`config.mk`:
```
export PLATFORM = sky130hd
export DESIGN_NAME = pc_adder_arbiter
export DESIGN_NICKNAME = d
export VERILOG_FILES = /design/src/rtl/pc_adder_arbiter.sv
export SDC_FILE = /design/constraint.sdc
export NUM_CORES = 1
export LEC_CHECK = 0
export CAP_MARGIN = 5
export CORE_MARGIN = 2
export CORE_UTILIZATION = 37
export DETAILED_ROUTE_END_ITERATION = 8
export GPL_TIMING_DRIVEN = 0
export PLACE_DENSITY = 0.77
export REMOVE_ABC_BUFFERS = 1
export SKIP_LAST_GASP = 1
export SLEW_MARGIN = 30
export SYNTH_ARGS = -nofsm -noshare
export SYNTH_HDL_FRONTEND = slang
export SYNTH_SLANG_ARGS = --single-unit
```
`constraint.sdc`:
```
create_clock -name clk -period 1.4 [get_ports clk]
set_input_delay 0.28 -clock clk [delete_from_list [all_inputs] [get_ports clk]]
set_output_delay 0.28 -clock clk [all_outputs]
set_load 0.005 [all_outputs]
```
`src/rtl/pc_adder_arbiter.sv`:
```
// Round-robin arbiter sharing one adder between two cores' PC updates; 2-cycle request-to-response latency.
// A full, unread response buffer stalls the single issue slot for both cores; req_ready drops while stalled.
module pc_adder_arbiter #(
  parameter int WIDTH = 32
) (
  input  logic               clk,
  input  logic               rst_n,
  input  logic [1:0]         req_valid,
  output logic [1:0]         req_ready,
  input  logic [2*WIDTH-1:0] req_a,
  input  logic [2*WIDTH-1:0] req_b,
  input  logic [1:0]         req_cin,
  output logic [WIDTH-1:0]   add_a,
  output logic [WIDTH-1:0]   add_b,
  output logic               add_cin,
  input  logic [WIDTH-1:0]   add_y,
  input  logic               add_cout,
  output logic [1:0]         resp_valid,
  input  logic [1:0]         resp_ready,
  output logic [2*WIDTH-1:0] resp_y,
  output logic [1:0]         resp_cout,
  output logic               busy
);

  logic s1_valid;
  logic s1_id;
  logic rr_ptr;
  logic s1_adv;
  logic s1_load;
  logic gnt_id;

  always_comb begin
    s1_adv    = s1_valid & (~resp_valid[s1_id] | resp_ready[s1_id]);
    s1_load   = ~s1_valid | s1_adv;
    // Contention goes to the pointer's core; otherwise whichever core asks.
    gnt_id    = (req_valid == 2'b11) ? rr_ptr : req_valid[1];
    req_ready = 2'b00;
    if (s1_load && (req_valid != 2'b00))
      req_ready[gnt_id] = 1'b1;
    busy = s1_valid | resp_valid[0] | resp_valid[1];
  end

  always_ff @(posedge clk or negedge rst_n) begin
    if (!rst_n) begin
      s1_valid   <= 1'b0;
      s1_id      <= 1'b0;
      rr_ptr     <= 1'b0;
      add_a      <= '0;
      add_b      <= '0;
      add_cin    <= 1'b0;
      resp_valid <= 2'b00;
      resp_y     <= '0;
      resp_cout  <= 2'b00;
    end else begin
      if (s1_load) begin
        if (req_valid != 2'b00) begin
          s1_valid <= 1'b1;
          s1_id    <= gnt_id;
          add_a    <= gnt_id ? req_a[2*WIDTH-1:WIDTH] : req_a[WIDTH-1:0];
          add_b    <= gnt_id ? req_b[2*WIDTH-1:WIDTH] : req_b[WIDTH-1:0];
          add_cin  <= req_cin[gnt_id];
          rr_ptr   <= ~gnt_id;
        end else begin
          s1_valid <= 1'b0;
        end
      end
      // A refill takes priority over the drain so a buffer can turn over every cycle.
      for (int k = 0; k < 2; k++) begin
        if (s1_adv && (s1_id == 1'(k))) begin
          resp_valid[k]              <= 1'b1;
          resp_y[k*WIDTH +: WIDTH]   <= add_y;
          resp_cout[k]               <= add_cout;
        end else if (resp_ready[k]) begin
          resp_valid[k] <= 1'b0;
        end
      end
    end
  end

endmodule

```
==> results of run 1 <==
==> power breakdown <==
group	internal, mW	switching [mW]
sequential	5.91	1.27
clock	2.57	2.01
combinational	7.87	5.68
==> critical path: cells and delay by family, from the launching register on <==
kind                   cells  cell delay [ps]
AND/OR/NAND/NOR            2              240
AO/OA/AOI/OAI              1              130
buffers and inverters      2              290
flip-flops                 1              440
==> per-layer routing <==
metal | track usage (%) | up-vias | part of all wire [%]
li1 | - | 2848 | -
met1 | 32.1 | 3370 | 38
met2 | 46.8 | 398 | 48
met3 | 8.72 | 77 | 9.4
met4 | 13.6 | 0 | 4.2
met5 | 0 | - | 0
==> what timing repair did <==
action / CTS / global route
gates resized for setup: 214 / 105
hold buffers: 1 / 0
cloned: 13 / 12
endpoints found under the setup margin: 268 / 156
pin swaps: 8 / 6
setup buffers: 43 / 26
hold endpoints to repair: 55 / 0
==> metrics by stage <==
stage,instances,util (%),worst slack (ps),cell area [um^2]
final,1153,69.9,-402,12000
after global routing,1153,69.9,-436,12000
after CTS,1118,64.7,-409,11100
after detailed placement,1029,56.9,-1160,9740
after global placement,1016,55.0,-7800,9410
after floorplan,487,-,-3110,6080
==> flip-flops by register name, summed over array words and instances (netlist names) <==
signal and count:
resp_y 64, resp_cout 2, s1_id 1, add_b 32, add_cin 1, rr_ptr 1, add_a 32, resp_valid 2
s1_valid 1
==> layout make-up <==
cell class,instances,area [um^2]
Inverter,2,12.5
Multi-Input combinational cell,355,3340
Sequential cell,136,3410
Timing Repair Buffer,403,4320
Clock inverter,14,155
Tap cell,225,282
Fill cell,1177,5150
Clock buffer,18,439
==> cell usage in the layout, fill, tap and decap left out, types with 3 or more instances in the layout <==
cell             netlist  final
buf_8                  0      4
buf_12                 0     20
mux2_4                 0     56
a31oi_2               50     39
mux2_2                66     10
a31oi_1               80     67
o21ai_0               66     66
buf_6                  6     18
a31oi_4                0     24
buf_4                  6     41
nand3_1               67     66
clkdlybuf4s50_1        0    164
dfrtp_1              136    131
clkinvlp_4             0      3
and3_4                 0      3
clkbuf_16              0     24
inv_6                  0      4
clkdlybuf4s15_1        0     19
buf_2                 17      3
dfrtp_2                0      5
dlygate4sd2_1          0    114
inv_8                  0      3
buf_16                 0      8
bufbuf_16              0      3
==> worst max-delay path by stage <==
| stage | depth (start not counted) | to | startpoint | slack (ps) |
|---|---|---|---|---|
| detailed placement | 6 | req_ready[0] | req_valid[0] | -1160 |
| CTS | 5 | req_ready[0] | s1_id | -410 |
| global placement | 4 | add_a[28] | req_valid[1] | -7800 |
| floorplan | 3 | add_a[10] | req_valid[0] | -3110 |
| global route | 5 | req_ready[0] | s1_id | -440 |
| finish | 5 | req_ready[0] | s1_id | -400 |
==> logic make-up (layout without fill, tap and decap cells) <==
group           Yosys count  count (layout)  share of synthesized area (%)
buf+inv                  69             437                           5.42
flops                   136             136                           53.0
compound gates          199             199                           23.0
mux                      66              66                           11.6
simple gates             84              90                           6.99
==> flow_summary.yaml, run 1 <==
hold_path:
  hold_end: "add_a[6]"
  hp-start: "req_valid[1]"
  hold_path_depth: 3
  hold_path.class: "in2reg"
cts:
  cts_tree: "yes"
  clkSlewWorstSetupHoldPaths_ps: 70
  numCtsBuffers: 17
  clock-sinks: 136
  htreeDepth: 4
  cts-root-buf: "clkbuf_16"
  cts_buffer_depth: 2
  insertion_delay_ps: 420
setup_path:
  critPathArrivalTime_ps: 1520
  cp_slowest_stage_delay_ps: 440
  cp_slowest_cell: "dfrtp_2"
  critPathCaptureType: "output pin"
  cp_cell_sequence: "nand4b_4 -> buf_12 -> nand3_2 -> a21oi_2 -> buf_2"
  path_class: "reg2out"
  r2r_setup_slack_ps: -360
  cp.required_ps: 1120
  reg2regPathDepth: 7
  reg2reg_from: "s1_id"
  reg2reg_to: "resp_y[31]"
  critPathLaunchType: "register"
  worstPathMaxFanout: 11
sta:
  hold_viol_final: 0
  max_freq_ghz: 0.555
  worstMarginPinSlew_ps: 633
  fin_hold_ws_ps: 313
  rsz0062_at_grt: "yes"
  setup_ws_ps: -402
  fin_crit_sh_pct: 129
  period_minus_slack_ps: 1800
  setup_viol: 135
  slew_headroom_pct: 57.8
  finalClockSkew_ps: 19.4
  final.setup.tns_ps: -37550
  maxSlewViolCount: 0
placement:
  routabilityCongestion: 0.748
  port_buffers: 304
  dpl.hpwl_um: 14600
floorplanning:
  dieArea_um2: 18400
  die_y_um: 136
  start_util_pct: 37.5
  boundaryPins: 305
  core_um2: 17100
  rows: 48
  fp.dieW_um: 136
synth:
  synthTopCellsByCount: "dfrtp_1, a31oi_1, nand3_1, mux2_2, o21ai_0"
  netlist_area_um2: 6420
  yosys_warnings: 0
  syn_inst: 554
  synth_top_area_share_pct: 53.0
  ys_types: 25
  ys_seq_elements: 136
  synth_edf_count: 0
  synth_flop_cell: "dfrtp_1"
  ys_seq_area_share_pct: 53.0
  synth_async_sr_flop_share_pct: 100
  yosysMostFrequentCell: "dfrtp_1"
  yosys.area.top_type: "dfrtp_1"
  ys_top_cells_by_area: "dfrtp_1, mux2_2, a31oi_2, a31oi_1, nand3_1"
  syn_area_per_cell_um2: 11.6
layout:
  area_growth_pct: 86.3
  drive_gt1_share_pct: 31.5
  antenna_cells: 0
  num-nets-final: 1084
pwr:
  leakage_nw: 4.99
  power_mw: 25.3
  power_density_nw_per_um2: 2120
  ir_drop_uv: 1150
routing:
  drt_wl_total_um: 29000
  drcViolationCount: 0
  drt_iter0_drc: 336
  first_pass_iters: 5
  antenna_left: 0
  via_per_inst: 5.80
  wl_per_cell_um: 25.1
  vias: 6693
grt:
  grt_usage_pct: 27.8
  grt_pass1_vias: 6444
  grt_pass1_wl_um: 38500
  grt_max_degree: 82
  antenna_found_initial: 0
  grt_overflow: 0
outcome:
  status: "complete, but fails checks"
  failed_checks: "negative setup slack"
job:
  maxCapViolations: 0
No activity file was read; power rests on OpenSTA's default activity.
==> run 2: changes to the inputs <==
--- a/config.mk
+++ b/config.mk
@@ -5,12 +5,11 @@
 export SDC_FILE = /design/constraint.sdc
 export NUM_CORES = 1
 export LEC_CHECK = 0
-export CAP_MARGIN = 5
 export CORE_MARGIN = 2
-export CORE_UTILIZATION = 37
+export CORE_UTILIZATION = 45
 export DETAILED_ROUTE_END_ITERATION = 8
 export GPL_TIMING_DRIVEN = 0
-export PLACE_DENSITY = 0.77
+export PLACE_DENSITY = 0.87
 export REMOVE_ABC_BUFFERS = 1
 export SKIP_LAST_GASP = 1
 export SLEW_MARGIN = 30
==> constraint.sdc (replaced) <==
create_clock -name clk -period 2.2 [get_ports clk]
set_input_delay 0.44 -clock clk [delete_from_list [all_inputs] [get_ports clk]]
set_output_delay 0.44 -clock clk [all_outputs]
set_load 0.005 [all_outputs]
==> run 2 against run 1 <==
Compared with the run above: the flow now finishes without violations; hold slack improved by 71 ps; final cell count decreased by 9.6%; non-clock buffer count decreased by 65; clock skew decreased by 13 ps; sequential power decreased by 37%; critical path type is now in2out; largest power group unchanged.
==> flow_summary.yaml, run 2 (same netlist as run 1, synthesis figures left out) <==
outcome:
  status: "complete, no violations"
grt:
  antenna_found_initial: 0
  grt_pass1_wl_um: 36300
  grt_pass1_vias: 6437
  grt_overflow: 0
  grt_usage_pct: 32.0
  grt_max_degree: 91
sta:
  fin_crit_sh_pct: 96.8
  hold_viol_final: 0
  setup_viol: 0
  rsz0062_at_grt: "no"
  max_freq_ghz: 0.470
  finalClockSkew_ps: 6.38
  worstMarginPinSlew_ps: 675
  slew_headroom_pct: 55.0
  period_minus_slack_ps: 2130
  setup_ws_ps: 70.7
  maxSlewViolCount: 0
layout:
  reg_top3: "resp_y (64), add_a (32), add_b (32)"
  mostFrequentLayoutCell: "clkdlybuf4s50_1"
  area_growth_pct: 66.7
  largest_reg_flops: 64
  drive_gt1_share_pct: 23.5
  mostFrequentLayoutCells: "clkdlybuf4s50_1, dfrtp_1, a31oi_1"
  num-nets-final: 1018
  fin_cells: 1042
  regMostFlops: "resp_y"
  antenna_cells: 0
routing:
  wl_per_cell_um: 23.9
  via_per_inst: 6.04
  antenna_left: 0
  drt_iter0_drc: 421
  drt_wl_total_um: 24900
  vias: 6296
  first_pass_iters: 5
  drcViolationCount: 0
placement:
  routabilityCongestion: 0.773
  pre_cts_slack_ps: -863
  port_buffers: 304
  dpl.hpwl_um: 15000
  post-place-cells: 983
setup_path:
  path_class: "in2out"
  cp_cell_sequence: "buf_12 -> buf_16 -> or2_4 -> buf_12 -> nand3_1 -> a21oi_1 -> dlygate4sd2_1"
  cp_slowest_cell: "dlygate4sd2_1"
  worstPathMaxFanout: 28
  cp_slowest_stage_delay_ps: 260
  cp.required_ps: 1760
  crit_top_cell: "buf_12"
  critPathLaunchType: "input pin"
  critPathArrivalTime_ps: 1690
  critPathCaptureType: "output pin"
floorplanning:
  core_um2: 13900
  fp.dieW_um: 123
  boundaryPins: 305
  start_util_pct: 46.1
  die_y_um: 123
  dieArea_um2: 15200
  rows: 43
pwr:
  leakage_nw: 4.16
  power_density_nw_per_um2: 1350
  ir_drop_uv: 626
hold_path:
  hold_path.class: "in2reg"
cts:
  cts_buffer_depth: 2
  insertion_delay_ps: 410
  cts_tree: "yes"
  clock-sinks: 136
  clkSlewWorstSetupHoldPaths_ps: 50
  numCtsBuffers: 17
  htreeDepth: 4
  cts-root-buf: "clkbuf_16"
job:
  maxCapViolations: 0
[run 2: changes by cell type in the layout (fill, tap and decap cells not counted), sizes merged, moves of 7 or more]
| cell | before | now |
|---|---|---|
| clkdlybuf4s50 | 164 | 296 |
| clkbuf | 26 | 19 |
| buf | 94 | 29 |
| clkdlybuf4s15 | 19 | 1 |
| dlygate4sd2 | 114 | 4 |
[run 2: timing repair]
action                                  CTS  global route
endpoints found under the setup margin   39            25
pin swaps                                 3             2
gates cloned                             10             1
resized for setup                        17             1
hold endpoints to repair                 46             0
hold buffers                              1             0
buffers inserted                         15             0
[run 2: path summary, 6_finish.rpt]
check	slack, ps	endpoint	cells past startpoint	startpoint
max	70	req_ready[0]	7	req_valid[1]
min	380	add_a[8]	3	req_valid[1]
max reg2reg	150	add_a[14]	6	s1_valid
min reg2reg	500	resp_y[60]	1	resp_y[60]
max in group asynchronous	910	resp_y[54]	3	rst_n
min in group asynchronous	520	add_a[1]	2	rst_n
[run 2: report_power, final]
group          switching [mW]  internal (mW)  total [mW]  leakage [nW]
registers               0.750           3.77        4.52          1.56
logic                    2.77           4.14        6.91          2.28
clock network            1.12           1.94        3.06         0.309
total                    4.64           9.85        14.5          4.16
[run 2: layer usage]
layer / vias up / part of all wire, % / global-route usage, % / routed length [um]
met4: 0 / 2.6 / 12.0 / 639
met3: 50 / 11 / 12.0 / 2740
met1: 3153 / 36 / 36.4 / 9060
met5: - / 0 / 0 / 0
li1: 2708 / - / - / -
met2: 385 / 50 / 54.8 / 12500
[run 2: per-stage QoR]
step / setup TNS, ps / hold WS [ps] / instance area, um^2 / util (%) / total power, mW
after detailed placement: -40280 / 367 / 9670 / 69.4 / 10.9
final: 0 / 383 / 10700 / 76.8 / 14.5
after global routing: 0 / 386 / 10700 / 76.8 / 15.2
after floorplan: -183600 / 144 / 6080 / - / 6.89
after CTS: -86.5 / 369 / 10700 / 76.8 / 14.5
after global placement: -1172400 / 485 / 9350 / 67.1 / 10.4
[run 2: area by class of cell]
cell class	count	area, um^2
fill	846	3230
tap	180	225
timing repair buffer	338	3640
clock inverter	13	190
multi-input combinational	354	2790
sequential	136	3410
inverter	2	10.0
clock buffer	19	443
[run 2: critical path, delay by kind of cell]
kind	cells	cell delay (ps)
compound gates	1	130
buf+inv	4	790
simple gates	2	300
